$ cat config.mk
export PLATFORM = sky130hd
export DESIGN_NAME = store_buffer
export DESIGN_NICKNAME = d
export VERILOG_FILES = /design/src/rtl/store_buffer_pkg.sv /design/src/rtl/store_buffer_sb_match.sv /design/src/rtl/store_buffer.sv
export SDC_FILE = /design/constraint.sdc
export NUM_CORES = 1
export LEC_CHECK = 0
export BUFFER_PORTS_ARGS = -buffer_cell sky130_fd_sc_hd__buf_4
export CAP_MARGIN = 20
export CORE_UTILIZATION = 35
export DETAILED_ROUTE_END_ITERATION = 8
export PLACE_DENSITY = 0.62
export RECOVER_POWER = 100
export SYNTH_ARGS = -nofsm -noshare
export SYNTH_HDL_FRONTEND = slang
export SYNTH_SLANG_ARGS = --single-unit
$ cat constraint.sdc
create_clock -name CLK -period 15 [get_ports CLK]
set_input_delay 3 -clock CLK [delete_from_list [all_inputs] [get_ports CLK]]
set_output_delay 3 -clock CLK [all_outputs]
set_load 0.01 [all_outputs]
$ cat src/rtl/store_buffer_pkg.sv
// store_buffer_pkg: shared widths, entry field layout and byte-merge helper
package store_buffer_pkg;
    localparam int SB_DEPTH = 4;
    localparam int SB_AW    = 30;
    localparam int MASK_W   = 4;
    localparam int DATA_W   = 32;
    localparam int DATA_LSB = 0;
    localparam int MASK_LSB = DATA_LSB + DATA_W;
    localparam int ADDR_LSB = MASK_LSB + MASK_W;
    localparam int ENTRY_W  = ADDR_LSB + SB_AW;

    function automatic logic [DATA_W-1:0] merge_bytes(
        input logic [DATA_W-1:0] old_d,
        input logic [DATA_W-1:0] new_d,
        input logic [MASK_W-1:0] m
    );
        logic [DATA_W-1:0] r;
        for (int b = 0; b < MASK_W; b++)
            r[8*b +: 8] = m[b] ? new_d[8*b +: 8] : old_d[8*b +: 8];
        return r;
    endfunction
endpackage

$ cat src/rtl/store_buffer_sb_match.sv
// sb_match: one entry comparator, word address equality plus byte-mask overlap
module sb_match
    import store_buffer_pkg::*;
#(
    parameter int AW = SB_AW
) (
    input  logic              valid,
    input  logic [AW-1:0]     entry_addr,
    input  logic [MASK_W-1:0] entry_mask,
    input  logic [AW-1:0]     addr,
    input  logic [MASK_W-1:0] mask,
    output logic              hit
);
    assign hit = valid && (entry_addr == addr) && |(entry_mask & mask);
endmodule

$ cat src/rtl/store_buffer.sv
// store_buffer: posted-write FIFO with youngest-entry merge and load-overlap detection
module store_buffer
    import store_buffer_pkg::*;
#(
    parameter int DEPTH = SB_DEPTH,
    parameter int AW    = SB_AW
) (
    input  logic                     CLK,
    input  logic                     RESETn,
    input  logic                     StValid,
    input  logic [AW-1:0]            StAddr,
    input  logic [MASK_W-1:0]        StMask,
    input  logic [DATA_W-1:0]        StData,
    output logic                     StReady,
    input  logic                     LdValid,
    input  logic [AW-1:0]            LdAddr,
    input  logic [MASK_W-1:0]        LdMask,
    output logic                     LdHazard,
    output logic                     MemReq,
    output logic [AW-1:0]            MemAddr,
    output logic [MASK_W-1:0]        MemWrite,
    output logic [DATA_W-1:0]        MemWData,
    input  logic                     MemGnt,
    output logic [$clog2(DEPTH):0]   Count,
    output logic                     Empty
);
    localparam int PW = $clog2(DEPTH);
    localparam int CW = PW + 1;
    localparam int EW = ENTRY_W - SB_AW + AW;

    logic [EW-1:0]    ent [DEPTH];
    logic [PW-1:0]    head, tail, young;
    logic [DEPTH-1:0] valid, hit;
    logic             pop, accept, merge_hit, young_pop, merge, push;

    assign young     = tail - PW'(1);
    assign Empty     = (Count == '0);
    assign StReady   = (Count != CW'(DEPTH));
    assign MemReq    = !Empty;
    assign pop       = MemReq && MemGnt;
    assign accept    = StValid && StReady && |StMask;
    // the youngest entry cannot absorb a store in the cycle it leaves for memory
    assign young_pop = pop && (young == head);
    assign merge     = accept && merge_hit && !young_pop;
    assign push      = accept && !merge;

    assign MemAddr  = ent[head][ADDR_LSB +: AW];
    assign MemWrite = MemReq ? ent[head][MASK_LSB +: MASK_W] : '0;
    assign MemWData = ent[head][DATA_LSB +: DATA_W];
    assign LdHazard = |hit;

    for (genvar i = 0; i < DEPTH; i++) begin : g_ent
        assign valid[i] = {1'b0, PW'(i) - head} < Count;
        sb_match #(.AW(AW)) u_match (
            .valid(LdValid && valid[i]),
            .entry_addr(ent[i][ADDR_LSB +: AW]),
            .entry_mask(ent[i][MASK_LSB +: MASK_W]),
            .addr(LdAddr),
            .mask(LdMask),
            .hit(hit[i])
        );
    end

    // entry masks are never zero, so an all-ones probe mask reduces this to address equality
    sb_match #(.AW(AW)) u_merge (
        .valid(!Empty),
        .entry_addr(ent[young][ADDR_LSB +: AW]),
        .entry_mask(ent[young][MASK_LSB +: MASK_W]),
        .addr(StAddr),
        .mask('1),
        .hit(merge_hit)
    );

    // FIFO pointers and occupancy
    always_ff @(posedge CLK or negedge RESETn) begin
        if (!RESETn) begin
            head  <= '0;
            tail  <= '0;
            Count <= '0;
        end else begin
            if (pop)
                head <= head + PW'(1);
            if (push)
                tail <= tail + PW'(1);
            Count <= Count + CW'(push) - CW'(pop);
        end
    end

    // entry storage: new entry at tail, or byte merge into the youngest entry
    always_ff @(posedge CLK) begin
        if (push) begin
            ent[tail] <= {StAddr, StMask, StData};
        end else if (merge) begin
            ent[young][MASK_LSB +: MASK_W] <= ent[young][MASK_LSB +: MASK_W] | StMask;
            ent[young][DATA_LSB +: DATA_W] <= merge_bytes(ent[young][DATA_LSB +: DATA_W], StData, StMask);
        end
    end
endmodule

; ---- Word level (Yosys, flattened, before mapping)
; Memories as Yosys holds them, arrays and structs flattened.
; Index checks and enable logic that the tools add are counted.
[word_totals]
wordCells = 75
mem_count = 1
out_inout_bits = 73
ramBits = 264
input_bits = 105
ff_bits = 7
[memory_table]
columns = memory, words, width, rd, rd_clocked_by_memory_dff, write_ports, line
row1 = ent, 4, 66, 6, 0, 1, store_buffer.sv:31  ; logic [EW-1:0] ent [DEPTH];
[op_classes]
mux = 13
bitwise_logic = 5
n_reduce_logical = 33
n_eq_ne = 7
n_lt_le_gt_ge = 4
n_addsub = 9
[ops]
columns = operator, n
row1 = == test 30 bit, 5
row2 = two-way mux 66 bit, 1
row3 = OR reduction 66 bit, 1
row4 = two-way mux 8 bit, 4
row5 = OR reduction 4 bit, 7
row6 = logical AND 1 bit, 21
row7 = AND 4 bit, 4
row8 = less-than comparator 2 x 3 -> 1 bit, 4
row9 = two-way mux 1 bit, 5
row10 = "adder 2 x 1 -> 2 bit, second input constant", 2
row11 = two-way mux 2 bit, 2
row12 = two-way mux 4 bit, 1
row13 = OR 4 bit, 1
row14 = "subtractor 1 x 2 -> 2 bit, first input constant", 2
row15 = "subtractor 2 bit, first input constant", 2
row16 = adder 3 x 1 -> 3 bit, 1
row17 = logical NOT 1 bit, 3
row18 = logical NOT 3 bit, 1
row19 = "inequality test 3 bit, second input constant", 1
row20 = subtractor 3 x 1 -> 3 bit, 1
row21 = == test 2 bit, 1
row22 = "subtractor 2 x 1 -> 2 bit, second input constant", 1

; ---- Longest topological paths before layout
; An unclocked memory read counts as a cell.
[depth]
word_depth = 13
mapped_depth = 14
mapped_depth_nobuf = 12

; ---- Modules after synthesis
; A second synthesis with hierarchy kept.
[unflattened]
hier_cells = 800
area_unflattened_um2 = 14268.7
[modules_own_cells]
columns = module, instances, seq_area_each_um2, area_each_um2, cells_each
row1 = store_buffer, 1, 8102.8, 12504.5, 585
row2 = sb_match, 5, 0.0, 352.8, 43

; ---- Worst setup path after synthesis
; Ideal clock, no wire load.
[synth_timing]
path_type = input port to output port
startpoint = input LdAddr[8]
endpoint = output LdHazard
path_stages = 7
required_ps = 12000
path_slack_ps = 7939
n_path_buf = 1
arrival_time_ps = 4061
cell_sequence = clkbuf_1 xor2_1 nor4_1 o211ai_1 nor4_1 nand3_1 nand4_1
[synth_via]
elab_chain_cells = 4
word_cells_on_any_way = 13
classes_between = eq/ne (4) / reduce/logical (9)
[synth_lines]
columns = item, line
row1 = "start, declared", store_buffer.sv:16  ; input logic [AW-1:0] LdAddr,
row2 = == test 30 bit, store_buffer_sb_match.sv:14  ; assign hit = valid && (entry_addr == addr) && |(entry_mask & mask);
row3 = logical AND 1 bit (2 in series), store_buffer_sb_match.sv:14
row4 = OR reduction 4 bit *, store_buffer.sv:50  ; assign LdHazard = |hit;
row5 = "end, declared", store_buffer.sv:18  ; output logic LdHazard,
; Mark *: on every way between the ends. The rest lies on a longest branch, timed or not.

; ---- Worst setup path after layout
[layout_timing]
startpoint = register tail[1]
endpoint = memory ent[1][13] in the netlist's numbering, enable pin
[layout_via]
elab_chain_cells = 13
word_cells_on_any_way = 21
classes_between = add/sub (1) / eq/ne (2) / mux (7) / reduce/logical (10) / memory (1)
[layout_lines]
columns = item, line
row1 = "start, declared", store_buffer.sv:32  ; logic [PW-1:0] head, tail, young;
row2 = "start signal, assigned", store_buffer.sv:84  ; tail <= tail + PW'(1);
row3 = subtractor 2 x 1 -> 2 bit, store_buffer.sv:36  ; assign young = tail - PW'(1);
row4 = memory read (4 x 66 bit), -
row5 = == test 30 bit, store_buffer_sb_match.sv:14
row6 = logical AND 1 bit (2 in series), store_buffer_sb_match.sv:14
row7 = logical AND 1 bit (2 in series), store_buffer.sv:44  ; assign merge = accept && merge_hit && !young_pop;
row8 = logical NOT 1 bit, store_buffer.sv:45  ; assign push = accept && !merge;
row9 = logical AND 1 bit, store_buffer.sv:45
row10 = two-way mux 1 bit, store_buffer.sv:91  ; if (push) begin
row11 = two-way mux 1 bit (implied by the code), "store_buffer.sv:94, store_buffer.sv:95"
row12 = OR reduction 66 bit (no source line), -
row13 = two-way mux 2 bit (no source line), -
row14 = "end, declared", store_buffer.sv:31
; Several ways; a longest one is shown, not always the timed one.

==> impl_metrics.env <==
export IMPL_status="finished with violations"
export IMPL_violations="max-capacitance violations, max-slew violations"
export IMPL_min_path_type="register to register"
export IMPL_drt_wl_total_mm=40.31
export IMPL_insertion_delay_ns=0.57
export IMPL_vias=8419
export IMPL_die_area_um2=41870
export IMPL_clk_pin_slew_ns=0.06
export IMPL_final_hold_violation_count=0
export IMPL_drive_above_1_share_pct=28.94
export IMPL_fin_skew_ns=0.01950
export IMPL_tritoncts="yes"
export IMPL_slew_violations=535
export IMPL_fp_dieH_um=204.6
export IMPL_crit_chain="clkbuf_1 -> clkbuf_1 -> mux4_1 -> or4_1 -> nand4_1 -> nor2_1 -> nand3_1 -> nand3_1 -> o22ai_4 -> clkbuf_1"
export IMPL_critical_path_class="register to register"
export IMPL_synth_top_cell_by_area="edfxtp_1"
export IMPL_ys_seq_area_share_pct=56.40
export IMPL_path_max_fanout=36
export IMPL_synth_area_leaders="edfxtp_1 (55%), mux4_2 (20%), xnor2_1 (7.5%)"
export IMPL_ys_types=43
export IMPL_remaining_drc_errors=0
export IMPL_grt_pass1_wl_mm=58.20
export IMPL_final_common_cell="edfxtp_1"
export IMPL_ys_seq_elements=271
export IMPL_hold_buffers=0
export IMPL_postLayoutCoreUtil_pct=41.74
export IMPL_seq_area_um2=8107
export IMPL_multiInputGateArea_um2=5849
export IMPL_max_freq_mhz=105.4
export IMPL_path_buf_inv=3
export IMPL_wl_per_cell_um=26.24
export IMPL_layout_common_cells="edfxtp_1 (264), mux4_2 (126), xnor2_1 (123)"
export IMPL_path_delay_family="buffers and inverters"
export IMPL_dp_cells=1480
export IMPL_rows=73
export IMPL_ctsResizeCount=0
export IMPL_drt_first_pass_iters=5
export IMPL_ant_nets=0
export IMPL_max_stage_delay_ns=1.87
export IMPL_grt_max_degree=46
export IMPL_htreeDepth=1
export IMPL_drt_iter0_drc=757
export IMPL_end_kind="register"
export IMPL_grt_pass1_vias=8661
export IMPL_viasPerCell=5.481
export IMPL_slew_headroom_pct=-115.3
export IMPL_crit_top_cell="clkbuf_1"
export IMPL_vdd_ir_drop_max_mv=0.1080
export IMPL_cts_setup_buffers=0
export IMPL_area_growth_pct=16.49
export IMPL_num_io_pins=178
export IMPL_crit_required_ns=15.12
export IMPL_period_share_pct=63.25
export IMPL_tns_ns=0
export IMPL_post_dp_hpwl_mm=27.91
export IMPL_antenna_found_initial=2
export IMPL_ys_warnings_count=0
export IMPL_numCtsBuffers=30
export IMPL_cts_root_buffer="clkbuf_16"
export IMPL_syn_num_nets=938
export IMPL_cts_sinks=271
export IMPL_place_gp_congestion=0.9461
export IMPL_min_period_ns=9.487
export IMPL_max_cap_violations=16
export IMPL_layout_cells_non_filler=1536
export IMPL_die_w_um=204.6
export IMPL_synth_top_area_share_pct=55.18
export IMPL_synthCells=826
export IMPL_tightest_slew_ns=3.230
export IMPL_setup_violations=0
export IMPL_slowest_stage="clkbuf_1"
export IMPL_p_leak_nw=5.348
export IMPL_placeableCoreArea_um2=40100
export IMPL_powerDensity_nw_per_um2=188.8
export IMPL_whs_ns=0.6533
export IMPL_crit_arrival_ns=9.60
export IMPL_nets=1099
export IMPL_cp_start_kind="register"
export IMPL_grt_overflow=0
export IMPL_rsz0062_at_grt="no"
export IMPL_synthesis_area_um2=14370
export IMPL_fillerInstances=3652
export IMPL_ctsLongestPathBuffers=3
export IMPL_syn_avg_cell_area_um2=17.39
export IMPL_globalRouteTotalUtil_pct=19.13
export IMPL_initial_core_util_pct=35.83
export IMPL_port_buffers=177
[registers in the layout, indices dropped and copies added (netlist names)]
name and count:
head 2, Count 3, ent 264, tail 2
[report_power, final]
part	total [mW]	internal [mW]	switching [mW]
registers	1.19	1.01	0.181
clock network	0.718	0.425	0.294
logic	1.25	0.607	0.644
[area by class of cell]
class / instances / share of cell area (%)
sequential: 271 / 48.44
clock inverter: 20 / 1.047
antenna: 2 / 0.02990
tap: 525 / 3.925
clock buffer: 34 / 4.702
multi-input combinational: 486 / 34.95
inverter: 7 / 0.1570
timing repair buffer: 191 / 6.751
[cells in the mapped netlist]
cell type / count
mux2i_1: 1
nor3b_1: 1
mux4_1: 6
nor3_1: 1
nand2_1: 8
o22ai_1: 2
nor3_2: 2
xor2_1: 35
clkbuf_1: 40
or4_1: 1
and3_1: 2
buf_6: 6
dfrtp_1: 7
mux4_2: 126
fa_1: 1
edfxtp_1: 264
a22oi_1: 8
ha_1: 6
nand3_2: 1
mux2_4: 32
o41ai_1: 1
and3b_1: 1
buf_12: 1
a21o_1: 4
nand3b_1: 1
or2_1: 4
xnor2_1: 123
nor2b_1: 2
inv_1: 7
nor4_1: 14
nor3_4: 1
and2_1: 34
nand4_1: 32
buf_2: 2
nand3_1: 10
xnor2_2: 1
nor2_1: 8
a21oi_1: 9
buf_1: 13
or3_1: 1
nand2b_1: 1
o2111ai_1: 3
o211ai_1: 3
[metrics by stage]
step,worst slack [ns],area (µm²),power [mW]
final,5.513,16740,3.159
after global routing,4.612,16740,3.305
after CTS,7.315,17180,3.270
after detailed placement,7.322,16220,2.542
after global placement,7.412,16220,2.539
after floorplan,7.939,14370,2.000
[cells by family (layout without fill, tap and decap cells)]
logic type / after synthesis / after routing / synth area share [%]
other: 0 / 2 / 0
adders and majority gates: 7 / 7 / 0.6618
muxes: 165 / 165 / 24.26
xor gates and xnor gates: 159 / 159 / 9.745
AOI/OAI and AO/OA: 30 / 30 / 1.428
and+or+nand+nor: 125 / 125 / 5.260
DFF: 271 / 271 / 56.40
buffers and inverters: 69 / 252 / 2.247
[worst reg2reg max path, delay by kind of cell, from the launching register on]
family | cells | cell delay [ns]
AO/OA/AOI/OAI | 1 | 0.23
flip-flops | 1 | 1.44
multiplexers | 1 | 0.77
AND/OR/NAND/NOR | 5 | 1.32
buffers and inverters | 3 | 5.27
[routing by layer]
layer  vias to the layer above  GRT usage [%]  routed length, µm  part of all wire, %
met5                         -              0                  0                    0
met1                      4425          26.89              17230                   43
li1                       3645              -                  -                    -
met3                        63          2.864               2340                  5.8
met2                       286          30.45              19580                   49
met4                         0          5.970               1151                  2.9
[final timing paths]
kind / startpoint / to / slack [ns] / cells after the start
setup / recovery: tail[1] / ent[1][13] / 5.51 / 10
hold / removal: Count[0] / Count[0] / 0.65 / 1
setup reg to reg: tail[1] / ent[1][13] / 5.51 / 10
hold reg to reg: Count[0] / Count[0] / 0.65 / 1
max in group asynchronous: RESETn / tail[0] / 12.34 / 1
min in group asynchronous: RESETn / Count[2] / 2.34 / 1
Note: power is estimated with default switching activity, not from simulation.
